## config.mk

```make
export PLATFORM = sky130hd
export DESIGN_NAME = shift_sequencer_flat
export DESIGN_NICKNAME = d
export VERILOG_FILES = /design/src/rtl/shift_sequencer_if.sv /design/src/rtl/shift_sequencer.sv /design/src/flat_wrapper.sv
export SDC_FILE = /design/constraint.sdc
export NUM_CORES = 1
export LEC_CHECK = 0
export CAP_MARGIN = 20
export CORE_ASPECT_RATIO = 0.7
export CORE_UTILIZATION = 34
export CTS_CLUSTER_DIAMETER = 50
export DETAILED_ROUTE_END_ITERATION = 6
export HOLD_SLACK_MARGIN = 0.06
export PLACE_DENSITY_LB_ADDON = 0.08
export SYNTH_ARGS = -nofsm -noshare
export SYNTH_HDL_FRONTEND = slang
export SYNTH_SLANG_ARGS = --single-unit
```

## constraint.sdc

```tcl
create_clock -name i_clk -period 1.4 [get_ports i_clk]
set_clock_uncertainty 0.1 [all_clocks]
set_input_delay 0.28 -clock i_clk [delete_from_list [all_inputs] [get_ports i_clk]]
set_output_delay 0.28 -clock i_clk [all_outputs]
set_load 0.03 [all_outputs]
```

## src/rtl/shift_sequencer_if.sv

```systemverilog
// shift_sequencer_if
// Groups the control-side handshake and the shifter-side datapath signals of
// the shift sequencer into one bundle.
//   start/A/amt/LA/LR   : request from the control unit
//   Y/CO/busy/done      : result and handshake back to the control unit
//   sh_a/sh_la/sh_lr    : operand and mode driven to the external shifter
//   sh_y/sh_co          : combinational result and carry from the shifter
// Modports:
//   master : environment side (control unit plus shifter)
//   slave  : the sequencer itself
interface shift_sequencer_if #(
    parameter int unsigned WIDTH = 8,
    parameter int unsigned AMT_W = 4
);
    logic             start;
    logic [WIDTH-1:0] A;
    logic [AMT_W-1:0] amt;
    logic             LA;
    logic             LR;
    logic [WIDTH-1:0] sh_a;
    logic             sh_la;
    logic             sh_lr;
    logic [WIDTH-1:0] sh_y;
    logic             sh_co;
    logic [WIDTH-1:0] Y;
    logic             CO;
    logic             busy;
    logic             done;

    modport master (
        output start, A, amt, LA, LR, sh_y, sh_co,
        input  sh_a, sh_la, sh_lr, Y, CO, busy, done
    );

    modport slave (
        input  start, A, amt, LA, LR, sh_y, sh_co,
        output sh_a, sh_la, sh_lr, Y, CO, busy, done
    );
endinterface

```

## src/rtl/shift_sequencer.sv

```systemverilog
// shift_sequencer
// Performs an N-bit shift by stepping an external single-bit combinational
// shifter once per clock. Operand, amount and mode are latched on an accepted
// start; the accumulator feeds the shifter and takes its result every SHIFT
// cycle. Completion is signalled with a one-cycle done pulse.
// Ports:
//   i_clk    : system clock, rising edge
//   i_rst_n  : asynchronous active-low reset
//   io_seq   : shift_sequencer_if.slave (request, result, shifter link)
module shift_sequencer #(
    parameter int unsigned WIDTH     = 8,
    parameter int unsigned AMT_W     = 4,
    parameter int unsigned MAX_SHIFT = 8
) (
    input  logic               i_clk,
    input  logic               i_rst_n,
    shift_sequencer_if.slave   io_seq
);

    localparam int unsigned CNT_W = $clog2(MAX_SHIFT + 1);
    localparam logic [AMT_W-1:0] MaxAmt = AMT_W'(MAX_SHIFT);

    typedef enum logic [1:0] {
        StIdle,
        StShift,
        StDone
    } state_e;

    state_e           r_state;
    logic [WIDTH-1:0] r_acc;
    logic [CNT_W-1:0] r_count;
    logic             r_co;
    logic             r_la;
    logic             r_lr;
    logic             r_busy;
    logic             r_done;

    logic [AMT_W-1:0] w_amt_sat;
    logic [CNT_W-1:0] w_count_init;

    assign w_amt_sat    = (io_seq.amt > MaxAmt) ? MaxAmt : io_seq.amt;
    assign w_count_init = CNT_W'(w_amt_sat);

    always_ff @(posedge i_clk or negedge i_rst_n) begin
        if (!i_rst_n) begin
            r_state <= StIdle;
            r_acc   <= '0;
            r_count <= '0;
            r_co    <= 1'b0;
            r_la    <= 1'b0;
            r_lr    <= 1'b0;
            r_busy  <= 1'b0;
            r_done  <= 1'b0;
        end else begin
            unique case (r_state)
                // DONE behaves like IDLE for acceptance so operations can run
                // back to back without an idle bubble.
                StIdle, StDone: begin
                    if (io_seq.start) begin
                        r_acc   <= io_seq.A;
                        r_count <= w_count_init;
                        r_la    <= io_seq.LA;
                        r_lr    <= io_seq.LR;
                        r_co    <= 1'b0;
                        if (w_count_init != '0) begin
                            r_state <= StShift;
                            r_busy  <= 1'b1;
                            r_done  <= 1'b0;
                        end else begin
                            r_state <= StDone;
                            r_busy  <= 1'b0;
                            r_done  <= 1'b1;
                        end
                    end else begin
                        r_state <= StIdle;
                        r_busy  <= 1'b0;
                        r_done  <= 1'b0;
                    end
                end
                StShift: begin
                    // start is deliberately not looked at here
                    r_acc   <= io_seq.sh_y;
                    r_co    <= io_seq.sh_co;
                    r_count <= r_count - CNT_W'(1);
                    if (r_count == CNT_W'(1)) begin
                        r_state <= StDone;
                        r_busy  <= 1'b0;
                        r_done  <= 1'b1;
                    end
                end
                default: begin
                    r_state <= StIdle;
                    r_busy  <= 1'b0;
                    r_done  <= 1'b0;
                end
            endcase
        end
    end

    assign io_seq.sh_a  = r_acc;
    assign io_seq.sh_la = r_la;
    assign io_seq.sh_lr = r_lr;
    assign io_seq.Y     = r_acc;
    assign io_seq.CO    = r_co;
    assign io_seq.busy  = r_busy;
    assign io_seq.done  = r_done;

endmodule

```

## src/flat_wrapper.sv

```systemverilog
// flat-port wrapper written by rule: the top's interface ports become plain ports
module shift_sequencer_flat 
#(
    parameter int unsigned WIDTH     = 8,
    parameter int unsigned AMT_W     = 4,
    parameter int unsigned MAX_SHIFT = 8
)
  (i_clk, i_rst_n, io_seq_start, io_seq_A, io_seq_amt, io_seq_LA, io_seq_LR, io_seq_sh_y, io_seq_sh_co, io_seq_sh_a, io_seq_sh_la, io_seq_sh_lr, io_seq_Y, io_seq_CO, io_seq_busy, io_seq_done);
  shift_sequencer_if #(.WIDTH(WIDTH), .AMT_W(AMT_W)) io_seq_i ();
  input  logic i_clk;
  input  logic i_rst_n;
  input wire logic [$bits(io_seq_i.start)-1:0] io_seq_start;
  input wire logic [$bits(io_seq_i.A)-1:0] io_seq_A;
  input wire logic [$bits(io_seq_i.amt)-1:0] io_seq_amt;
  input wire logic [$bits(io_seq_i.LA)-1:0] io_seq_LA;
  input wire logic [$bits(io_seq_i.LR)-1:0] io_seq_LR;
  input wire logic [$bits(io_seq_i.sh_y)-1:0] io_seq_sh_y;
  input wire logic [$bits(io_seq_i.sh_co)-1:0] io_seq_sh_co;
  output wire logic [$bits(io_seq_i.sh_a)-1:0] io_seq_sh_a;
  output wire logic [$bits(io_seq_i.sh_la)-1:0] io_seq_sh_la;
  output wire logic [$bits(io_seq_i.sh_lr)-1:0] io_seq_sh_lr;
  output wire logic [$bits(io_seq_i.Y)-1:0] io_seq_Y;
  output wire logic [$bits(io_seq_i.CO)-1:0] io_seq_CO;
  output wire logic [$bits(io_seq_i.busy)-1:0] io_seq_busy;
  output wire logic [$bits(io_seq_i.done)-1:0] io_seq_done;
  assign io_seq_i.start = io_seq_start;
  assign io_seq_i.A = io_seq_A;
  assign io_seq_i.amt = io_seq_amt;
  assign io_seq_i.LA = io_seq_LA;
  assign io_seq_i.LR = io_seq_LR;
  assign io_seq_i.sh_y = io_seq_sh_y;
  assign io_seq_i.sh_co = io_seq_sh_co;
  assign io_seq_sh_a = io_seq_i.sh_a;
  assign io_seq_sh_la = io_seq_i.sh_la;
  assign io_seq_sh_lr = io_seq_i.sh_lr;
  assign io_seq_Y = io_seq_i.Y;
  assign io_seq_CO = io_seq_i.CO;
  assign io_seq_busy = io_seq_i.busy;
  assign io_seq_done = io_seq_i.done;
  shift_sequencer #(.WIDTH(WIDTH), .AMT_W(AMT_W), .MAX_SHIFT(MAX_SHIFT)) u_core (.i_clk(i_clk), .i_rst_n(i_rst_n), .io_seq(io_seq_i));
endmodule
```

==> flow_metrics.tcl <==
set metrics [dict create \
    r2r_cells 5 \
    dr.pass1.iters 3 \
    leakage_nw 0.685 \
    nets 181 \
    num_vias 857 \
    area_growth_pct 54.0 \
    htree_levels 1 \
    path_class "input port to flop" \
    finalWorstSetupSlack_ns 0.0313 \
    core_area_um2 2530 \
    crit_required_ns 1.44 \
    synth_fp_nets 130 \
    place_hpwl_mm 1.77 \
    grt_pass1_vias 796 \
    clock_sinks 18 \
    synth-seq-cells 18 \
    cp-startpoint "io_seq_amt[1]" \
    relSlewSlack 0.771 \
    timing.rr.end "u_core.io_seq.busy" \
    clock-root-buffer "clkbuf_8" \
    slew_viol_final 0 \
    reg2reg_slack_ns 0.06 \
    crit_end "u_core.io_seq.busy" \
    antenna_found_initial 0 \
    min_period_ns 1.37 \
    fp.dieH_um 46.0 \
    max_freq_mhz 731 \
    yosysSeqAreaShare 0.480 \
    synth_fa_ha_area_frac 0.0267 \
    drt_iter0_drc 19 \
    dieArea_um2 2980 \
    ant_nets 0 \
    power_density_nw_per_um2 2360 \
    syn_area_um2 938 \
    wl_per_cell_um 12.2 \
    ctsHoldBuffers 0 \
    syn_inst 102 \
    dp_slack_ns -0.279 \
    status "complete, no violations" \
    grt_usage 0.171 \
    synth_compound_area_frac 0.116 \
    worstSetupStartpointType "input port" \
    synthMuxAreaShare 0 \
    setup_violations 0 \
    worstSkewPairLatency_ns 0.25 \
    wl_mm 2.25 \
    hp-class "input port to asynchronous set/reset pin" \
    grt_max_degree 19 \
    synth_top_family_by_area "simple AND/OR/NAND/NOR gates" \
    period_share 0.978 \
    maxCapViolCount 0 \
    worstMarginPinSlew_ns 0.343 \
    drc 0 \
    insertedDiodeCount 0 \
    numCtsBuffers 3 \
    total_power_mw 3.41 \
    rsz0062_at_grt "false" \
    viasPerCell 4.63 \
    die-width_um 64.8 \
    final_hold_viol_count 0 \
    r2r_start "u_core.r_count[1]" \
    grt_pass1_wl_mm 3.71 \
    crit_fanout 2 \
    fin_hold_ws_ns 0.256 \
    synth_area_per_cell_um2 9.20 \
    clk_pin_slew_ns 0.07 \
    final_util 0.570 \
    rows 15 \
    overflow 0 \
    cts_tree "done" \
    end_kind "flop" \
    port_buffers 46 \
    synth_cell_types 27 \
    cts_buffer_depth 2 \
    pin_count 47 \
    start_util 0.370 \
    peakVddDrop_v 0.00108 \
    place_congestion 0.784 \
    layout-drive-gt1-share 0.298 \
    arrival_ns 1.41 \
    yosys_warnings 0 \
    synth-simple-area-share 0.259 \
    synthXorXnorAreaFrac 0.00933 \
]
[where the power goes]
| group | switching, mW | internal (mW) |
|---|---|---|
| sequential | 0.195 | 0.779 |
| clock | 0.159 | 0.191 |
| combinational | 1.22 | 0.872 |
[worst max-delay path: stages]
cell	delay [ns]
clkdlybuf4s50_1	0.42
or4_4	0.56
nand2_2	0.09
nand2_1	0.05
[cell usage after synthesis]
master | n | area share
a211oi_1 | 3 | 0.024
a21oi_1 | 2 | 0.011
a31oi_1 | 8 | 0.053
a32oi_1 | 1 | 0.0093
and2b_1 | 1 | 0.0080
and3_1 | 1 | 0.0067
and4bb_2 | 2 | 0.027
buf_2 | 1 | 0.0053
buf_4 | 10 | 0.080
buf_6 | 1 | 0.012
clkbuf_1 | 1 | 0.0040
dfrtp_1 | 18 | 0.48
ha_1 | 2 | 0.027
inv_1 | 2 | 0.0080
nand2_1 | 28 | 0.11
nand2b_1 | 1 | 0.0067
nand2b_2 | 1 | 0.0093
nand3_1 | 2 | 0.011
nor2_1 | 8 | 0.032
nor2b_1 | 1 | 0.0067
nor3_1 | 2 | 0.011
nor3b_1 | 1 | 0.0080
o21ai_0 | 1 | 0.0053
o22ai_2 | 1 | 0.013
or3b_2 | 1 | 0.0093
or4_4 | 1 | 0.012
xnor2_1 | 1 | 0.0093
[kinds of logic after synthesis]
| family | after synthesis |
|---|---|
| adders and majority gates | 2 |
| DFF | 18 |
| buffers and inverters | 15 |
| AOI/OAI and AO/OA | 16 |
| and+or+nand+nor | 50 |
| xor gates and xnor gates | 1 |
[layout by cell type, fill, tap and decap left out, drive strengths merged]
master / synthesis / routed
nor3: 2 / 2
dlymetal6s2s: 0 / 1
xnor2: 1 / 1
and4bb: 2 / 2
o22ai: 1 / 1
ha: 2 / 2
nand2b: 2 / 2
a21oi: 2 / 2
o21ai: 1 / 1
inv: 2 / 2
nand2: 28 / 28
nand3: 2 / 2
or4: 1 / 1
clkdlybuf4s15: 0 / 1
a31oi: 8 / 8
nor2b: 1 / 1
dfrtp: 18 / 18
buf: 12 / 33
clkdlybuf4s50: 0 / 24
and2b: 1 / 1
nor2: 8 / 8
nor3b: 1 / 1
or3b: 1 / 1
a32oi: 1 / 1
clkbuf: 1 / 3
and3: 1 / 1
a211oi: 3 / 3
[repair_timing]
item | CTS | global route
resized for setup | 3 | 4
gates cloned | 0 | 0
endpoints found under the setup margin | 4 | 5
setup buffers | 0 | 0
pin swaps | 1 | 0
[routing by layer]
layer,vias to the layer above,share of wire,GRT usage
met5,-,0,0
met4,0,0.0036,0.0311
met3,2,0.060,0.0550
met2,26,0.46,0.285
met1,392,0.48,0.221
li1,437,-,-
[worst min path at each step]
stage	cells after the start	slack, ns	from	to
floorplan	0	-0.12	i_rst_n	u_core.io_seq.CO
global placement	2	0.36	u_core.io_seq.sh_lr	u_core.io_seq.sh_lr
CTS	2	0.26	i_rst_n	u_core.r_count[2]
finish	2	0.26	i_rst_n	u_core.io_seq.Y[6]
detailed placement	2	0.36	u_core.io_seq.sh_lr	u_core.io_seq.sh_lr
global route	2	0.28	i_rst_n	u_core.r_count[2]
[state kept, by name, summed over array words and instances (netlist names)]
signal and count:
u_core.r_state 2, u_core.io_seq.sh_la 1, u_core.r_count 4, u_core.io_seq.sh_lr 1, u_core.io_seq.CO 1, u_core.io_seq.busy 1, u_core.io_seq.Y 8
[per-stage QoR]
step / instance area [µm²] / TNS, ns / cells
after floorplan: 938 / 0 / 102
after detailed placement: 1390 / -2.83 / 182
after global routing: 1450 / 0 / 185
after global placement: 1390 / -2.55 / 182
after CTS: 1440 / 0 / 185
final: 1450 / 0 / 185
[layout make-up]
type	instances	area (µm²)
Inverter	2	7.51
Timing Repair Buffer	59	510
Fill cell	244	1090
Multi-Input combinational cell	69	393
Sequential cell	18	450
Tap cell	34	42.5
Clock buffer	3	41.3
No activity file was read; power rests on OpenSTA's default activity.
